<file path="src/rtl/cdb_scheduler.sv">
// Common data bus scheduler: three execution units (load, add/sub, mul/div),
// each with its own IDLE/EXEC/DONE sequencer, sharing one result broadcast
// bus through a round-robin arbiter.
module cdb_scheduler #(
  parameter int DATA_W  = 6,
  parameter int TAG_W   = 6,
  parameter int LAT_LD  = 5,
  parameter int LAT_ADD = 1,
  parameter int LAT_MUL = 10,
  parameter int LAT_DIV = 40
) (
  input  logic              clk1,
  input  logic              rst_n,
  input  logic              ld_start,
  input  logic [TAG_W-1:0]  ld_tag,
  input  logic [DATA_W-1:0] ld_data,
  input  logic              as_start,
  input  logic              as_op,
  input  logic [DATA_W-1:0] as_a,
  input  logic [DATA_W-1:0] as_b,
  input  logic [TAG_W-1:0]  as_tag,
  input  logic              md_start,
  input  logic              md_op,
  input  logic [DATA_W-1:0] md_a,
  input  logic [DATA_W-1:0] md_b,
  input  logic [TAG_W-1:0]  md_tag,
  output logic              ld_busy,
  output logic              as_busy,
  output logic              md_busy,
  output logic              cdb_valid,
  output logic [TAG_W-1:0]  cdb_tag,
  output logic [DATA_W-1:0] cdb_value,
  output logic [1:0]        cdb_src
);

  // Counter must hold the largest latency minus one.
  localparam int LAT_AB  = (LAT_LD > LAT_ADD) ? LAT_LD : LAT_ADD;
  localparam int LAT_CD  = (LAT_MUL > LAT_DIV) ? LAT_MUL : LAT_DIV;
  localparam int LAT_MAX = (LAT_AB > LAT_CD) ? LAT_AB : LAT_CD;
  localparam int CNT_W   = $clog2(LAT_MAX + 1);

  // Unit index doubles as the cdb_src code: 0=LD, 1=AS, 2=MD.
  localparam logic [1:0] UNIT_MD = 2'd2;

  typedef enum logic [1:0] {
    S_IDLE = 2'd0,
    S_EXEC = 2'd1,
    S_DONE = 2'd2
  } unit_state_t;

  unit_state_t       state_q [3];
  unit_state_t       state_d [3];
  logic [CNT_W-1:0]  cnt_q   [3];
  logic [CNT_W-1:0]  cnt_d   [3];
  logic [DATA_W-1:0] res_q   [3];
  logic [DATA_W-1:0] res_d   [3];
  logic [TAG_W-1:0]  tag_q   [3];
  logic [TAG_W-1:0]  tag_d   [3];

  logic [2:0]        start_v;
  logic [TAG_W-1:0]  tag_in  [3];
  logic [DATA_W-1:0] calc    [3];
  logic [CNT_W-1:0]  lat_m1  [3];

  logic [1:0]        ptr_q;
  logic [2:0]        grant;
  logic              grant_any;
  logic [1:0]        grant_idx;

  // Issue-side datapath: per-unit request, tag, result and latency.
  always_comb begin
    start_v   = {md_start, as_start, ld_start};
    tag_in[0] = ld_tag;
    tag_in[1] = as_tag;
    tag_in[2] = md_tag;
    calc[0]   = ld_data;
    calc[1]   = as_op ? (as_a - as_b) : (as_a + as_b);
    if (md_op) begin
      calc[2] = (md_b == '0) ? '1 : (md_a / md_b);
    end else begin
      calc[2] = md_a * md_b;
    end
    lat_m1[0] = CNT_W'(LAT_LD - 1);
    lat_m1[1] = CNT_W'(LAT_ADD - 1);
    lat_m1[2] = md_op ? CNT_W'(LAT_DIV - 1) : CNT_W'(LAT_MUL - 1);
  end

  // Round-robin arbiter: search DONE units starting after the last grantee.
  always_comb begin
    // NOTE: every variable gets a default before any branch so no latch is inferred.
    grant_any = 1'b0;
    grant_idx = ptr_q;
    for (int k = 1; k <= 3; k++) begin
      if (!grant_any && state_q[(int'(ptr_q) + k) % 3] == S_DONE) begin
        grant_any = 1'b1;
        grant_idx = 2'((int'(ptr_q) + k) % 3);
      end
    end
    grant = grant_any ? (3'b001 << grant_idx) : 3'b000;
  end

  // Next-state logic for the three unit sequencers.
  always_comb begin
    for (int i = 0; i < 3; i++) begin
      state_d[i] = state_q[i];
      cnt_d[i]   = cnt_q[i];
      res_d[i]   = res_q[i];
      tag_d[i]   = tag_q[i];
      case (state_q[i])
        S_IDLE: begin
          if (start_v[i] && tag_in[i] != '0) begin
            state_d[i] = S_EXEC;
            cnt_d[i]   = lat_m1[i];
            res_d[i]   = calc[i];
            tag_d[i]   = tag_in[i];
          end
        end
        S_EXEC: begin
          if (cnt_q[i] == '0) begin
            state_d[i] = S_DONE;
          end else begin
            cnt_d[i] = cnt_q[i] - CNT_W'(1);
          end
        end
        S_DONE: begin
          if (grant[i]) begin
            state_d[i] = S_IDLE;
          end
        end
        default: state_d[i] = S_IDLE;
      endcase
    end
  end

  // Busy flags are decoded straight from the sequencer state.
  always_comb begin
    ld_busy = (state_q[0] != S_IDLE);
    as_busy = (state_q[1] != S_IDLE);
    md_busy = (state_q[2] != S_IDLE);
  end

  // State register: unit sequencers, arbiter pointer and broadcast registers.
  always_ff @(posedge clk1 or negedge rst_n) begin
    if (!rst_n) begin
      // NOTE: these are a handful of flops, not a RAM, so every entry is cleared on reset.
      for (int i = 0; i < 3; i++) begin
        state_q[i] <= S_IDLE;
        cnt_q[i]   <= '0;
        res_q[i]   <= '0;
        tag_q[i]   <= '0;
      end
      ptr_q     <= UNIT_MD;
      cdb_valid <= 1'b0;
      cdb_tag   <= '0;
      cdb_value <= '0;
      cdb_src   <= '0;
    end else begin
      // NOTE: non-blocking assignments so every flop samples pre-edge values.
      for (int i = 0; i < 3; i++) begin
        state_q[i] <= state_d[i];
        cnt_q[i]   <= cnt_d[i];
        res_q[i]   <= res_d[i];
        tag_q[i]   <= tag_d[i];
      end
      cdb_valid <= grant_any;
      if (grant_any) begin
        cdb_tag   <= tag_q[grant_idx];
        cdb_value <= res_q[grant_idx];
        cdb_src   <= grant_idx;
        ptr_q     <= grant_idx;
      end
    end
  end

endmodule
</file>
<file path="config.mk">
export PLATFORM = sky130hd
export DESIGN_NAME = cdb_scheduler
export DESIGN_NICKNAME = d
export VERILOG_FILES = /design/src/rtl/cdb_scheduler.sv
export SDC_FILE = /design/constraint.sdc
export NUM_CORES = 1
export LEC_CHECK = 0
export CORE_MARGIN = 2
export CORE_UTILIZATION = 55
export CTS_CLUSTER_SIZE = 10
export DETAILED_ROUTE_END_ITERATION = 6
export PLACE_DENSITY_LB_ADDON = 0.25
export SYNTH_ARGS = -nofsm -noshare
export SYNTH_HDL_FRONTEND = slang
export SYNTH_SLANG_ARGS = --single-unit
</file>
<file path="constraint.sdc">
create_clock -name clk1 -period 5.4 [get_ports clk1]
set_input_delay 1.08 -clock clk1 [delete_from_list [all_inputs] [get_ports clk1]]
set_output_delay 1.08 -clock clk1 [all_outputs]
set_load 0.01 [all_outputs]
</file>
==> results <==
- The flow ran to the end, but the final reports show violations.
- The checks that failed: setup timing.
- The number of flip-flops and latches in the synthesized netlist is 76.
- The count of final max-slew check failures was 0.
- The initial DRC count is roughly 170.
- The die is slightly above 100 um wide.
- Dividing the detail-routed wire length by the instance count gives approximately 17 um.
- The cell sitting at the root of the clock tree is a sky130_fd_sc_hd__clkbuf_8.
- Data on the critical path is required at its endpoint by ~5.6 ns.
- Summing all placed instances gives a cell area of about 6400 um^2.
- The total overflow left after global routing is 0.
- The number of antenna diodes in the final layout is 0.
- The clock passes through at most 2 buffers.
- With fillers left out, the area of the finished cells amounts to around 6800 um^2.
- At the pin with the least slew margin, the transition time is 1.07 ns.
- The worst-path maximum fanout is 6.
- The global-route wire length before repair is around 21000 um.
- For this block, the via count after detailed routing is about 4500.
- The library cell appearing most often on the critical path is sky130_fd_sc_hd__o21a_1.
- Setup violations remaining at the end of the flow were counted as 2.
- The initial antenna violation count is 0.
- The clock-pin slew reported for the worst setup and hold paths after clock tree synthesis is around 0.080 ns.
- The worst-skew pair later-pin latency is approximately 0.36 ns.
- The count of buffers added on input and output ports is 72.
- The number of DRC violations after detailed routing is 0.
- The number of hold buffers added after cts is 0.
- The total CTS buffers is 9.
- The number of failing hold endpoints at the final stage was 0.
- Setup repair after global routing could not meet its margin everywhere.
- Across the run, the number of max-cap violations was 0.
- The leakage power total is just over 0.003 uW.
- In this run, placement finished with an instance count of 762.
- After synthesis, the share of flip-flops with an asynchronous set or reset is 100%.
- The time the worst path needs with I/O delays and setup is 7.21 ns.
- The HPWL after detailed placement is 9730 um.
- Derived from the worst setup path, the maximum achievable clock frequency is between 100 and 150 MHz.
- The sum of negative setup slack is -2.77 ns.
- Compared with the post-synthesis result, the final layout area differs by 29.2%.
- The type of origin of the critical path is a primary input.
- By startpoint and endpoint, the worst setup path is classified as in2reg.
- The number of optimization iterations in the first detailed-route pass is 5.
- The total number of H-tree levels is 3.
- The congestion estimate from routability-driven global placement came to around 0.86.
- Once routing completed, OpenROAD measured the worst setup slack at -1.81 ns.
- The delay contributed by the slowest stage of the critical path is 0.37 ns.
- The power per standard cell area is between 300 and 400 nW/um^2.
- In the layout the commonest cells are sky130_fd_sc_hd__dfrtp_1, sky130_fd_sc_hd__clkdlybuf4s50_1, sky130_fd_sc_hd__buf_4, sky130_fd_sc_hd__nand2_1.
- The portion of the post-synthesis area used by sequential elements is 35.9%.
- The post-synthesis instance area is roughly 5300 um^2.
- Once layout is complete, the cells apart from fillers number between 700 and 800.
- IR analysis of the VDD net gives a maximum drop of between 0.0002 and 0.00025 V.
- Synthesis produced 540 cells.
- The die covers about 10000 um^2.
- From bottom edge to top edge, the die measures 102 um.
- The setup skew after layout is around 0.011 ns.
- Synthesis instantiated 60 different standard cells from the library.
- Leaving out fill and tap cells, the most frequent cell in the layout is sky130_fd_sc_hd__dfrtp_1.
- In the final layout, the multi-input gates occupy 3320 um^2.
- The worst setup path is captured at a flop.
- The net count after synthesis is about 650.
- The largest total area in the synthesized netlist belongs to sky130_fd_sc_hd__dfrtp_1.
- The post-route netlist has around 22% of its cells at a drive strength greater than 1.
- The region available for standard cell placement spans around 9300 um^2.
- For this configuration, the core starts out at a cell density of 57.0%.
- The number of filler instances in the final layout is between 600 and 700.
- The routed design has about 13000 um of wire.
- The clock net sink count is 76.
- The commonest register cell after synthesis is sky130_fd_sc_hd__dfrtp_1.
- The number of global-route vias before repair is about 4600.
- The kind of path behind the tightest hold check is reg2reg.
- The worst relative slew slack is between 20 and 30%.
- At the end of the flow the core is filled with cells to roughly three quarters.
- The master of the slowest instance on the critical path is sky130_fd_sc_hd__a2111oi_4.
- The number of vias per cell after detailed routing is about 5.7.
- At the worst endpoint, the arrival time is around 7.5 ns.
- Across every metal layer, demand over resource in global routing totals roughly a quarter.
- The worst hold path was traced through 2 stages.
- Measured in cells, the most critical reg-to-reg path has a length of 8.
- Across the whole layout, storage elements account for around 1900 um^2.
- In this run, synthesis inferred 0 flip-flops with an integrated enable.
- The largest net degree at the start of global routing is 77.
- Yosys printed 0 warnings.
- The number of nets with antenna violations after detailed routing is 0.
- During I/O placement, the number of pins put on the boundary was between 70 and 80.
- The final total power is roughly 2600 uW.
- The number of placement rows is 35.
- The net count of the finished layout is between 700 and 800.
- The area share of the leading cell type in the synthesized netlist is between 30% and 40%.
- The CTS tree is yes.
- In the post-synthesis netlist, the biggest area contributors are sky130_fd_sc_hd__dfrtp_1, sky130_fd_sc_hd__ha_1, sky130_fd_sc_hd__mux2_2.
- The period utilization is 134%.
- A synthesized cell averages 9.81 um^2.
==> sequential cells by signal, summed over array words and instances (netlist names) <==
signal     cells
cdb_src        2
cdb_tag        6
cdb_valid      1
cdb_value      6
cnt_q         18
ptr_q          1
res_q         18
state_q        6
tag_q         18
==> worst max-delay path, delay by kind of cell <==
| kind | cells | cell delay [ns] |
|---|---|---|
| buf+inv | 6 | 0.79 |
| mux | 3 | 0.85 |
| compound gates | 16 | 2.90 |
| simple gates | 3 | 0.59 |
| fa+ha+maj | 5 | 1.26 |
==> per-layer routing <==
layer	global-route usage, %	vias up	wire length (um)
met2	45.6	118	6750
met3	3.49	25	553
li1	-	2160	-
met1	32.1	2244	5650
met5	0	-	0
met4	11.1	0	316
==> path summary, 6_finish.rpt <==
path	slack [ns]	from	to
worst max register to register	2.61	cdb_src[0]	state_q[1]
worst min-delay path	0.49	res_q[6]	res_q[6]
max in group asynchronous	3.93	rst_n	res_q[3]
worst max-delay path	-1.81	md_b[3]	res_q[0]
worst min register to register	0.49	res_q[6]	res_q[6]
min in group asynchronous	0.84	rst_n	cnt_q[7]
==> through the flow <==
| stage | hold WS [ns] | setup WS (ns) |
|---|---|---|
| 6_report | 0.489 | -1.81 |
| 5_1_grt | 0.504 | -2.10 |
| 4_1_cts | 0.490 | -1.79 |
| 3_5_place_dp | 0.470 | -2.54 |
| 3_3_place_gp | 0.461 | -2.19 |
| 2_1_floorplan | 0.445 | -1.85 |
==> power by group <==
part           internal [uW]  total (uW)  switching [uW]
sequential               769         904             135
clock                    173         407             234
combinational            602        1250             645
==> synthesized netlist by cell type (4+ instances only) <==
master and count:
sky130_fd_sc_hd__a31oi_1 7, sky130_fd_sc_hd__o31ai_1 4, sky130_fd_sc_hd__a21o_1 9, sky130_fd_sc_hd__o22ai_1 4, sky130_fd_sc_hd__inv_1 36, sky130_fd_sc_hd__dfrtp_1 75
sky130_fd_sc_hd__nand2b_1 10, sky130_fd_sc_hd__nor2_1 44, sky130_fd_sc_hd__clkbuf_1 8, sky130_fd_sc_hd__nor3_1 15, sky130_fd_sc_hd__nand3_1 17, sky130_fd_sc_hd__mux2_2 30
sky130_fd_sc_hd__o21ai_0 22, sky130_fd_sc_hd__o211ai_2 8, sky130_fd_sc_hd__mux2i_1 16, sky130_fd_sc_hd__and2_1 6, sky130_fd_sc_hd__o211ai_1 6, sky130_fd_sc_hd__o2bb2ai_1 4
sky130_fd_sc_hd__o21a_1 8, sky130_fd_sc_hd__nand2_1 48, sky130_fd_sc_hd__fa_1 6, sky130_fd_sc_hd__ha_1 47, sky130_fd_sc_hd__xor2_1 8, sky130_fd_sc_hd__xnor2_1 25
sky130_fd_sc_hd__a21oi_1 20
==> timing repair <==
action	4_1_cts	5_1_grt
buffers inserted	15	3
endpoints found under the hold margin	0	0
endpoints found under the setup margin	3	3
pin swaps	26	21
cloned	0	0
gates resized for setup	35	5
==> area by class of cell <==
class / count / share of cell area [%]
Clock inverter: 7 / 0.860
Multi-Input combinational cell: 410 / 48.5
Inverter: 37 / 2.03
Timing Repair Buffer: 128 / 16.6
Clock buffer: 9 / 1.81
Sequential cell: 76 / 27.8
Tap cell: 129 / 2.36
==> cell families after synthesis <==
| group | count (synthesis) | share of synthesized area, % |
|---|---|---|
| flip-flops | 76 | 35.9 |
| AND/OR/NAND/NOR | 162 | 14.8 |
| buffers and inverters | 54 | 4.39 |
| multiplexers | 47 | 9.69 |
| adder cells (fa/ha/maj) | 53 | 13.4 |
| AO/OA/AOI/OAI | 115 | 16.4 |
| XOR/XNOR | 33 | 5.46 |
Power figures use the tool's default switching activity.
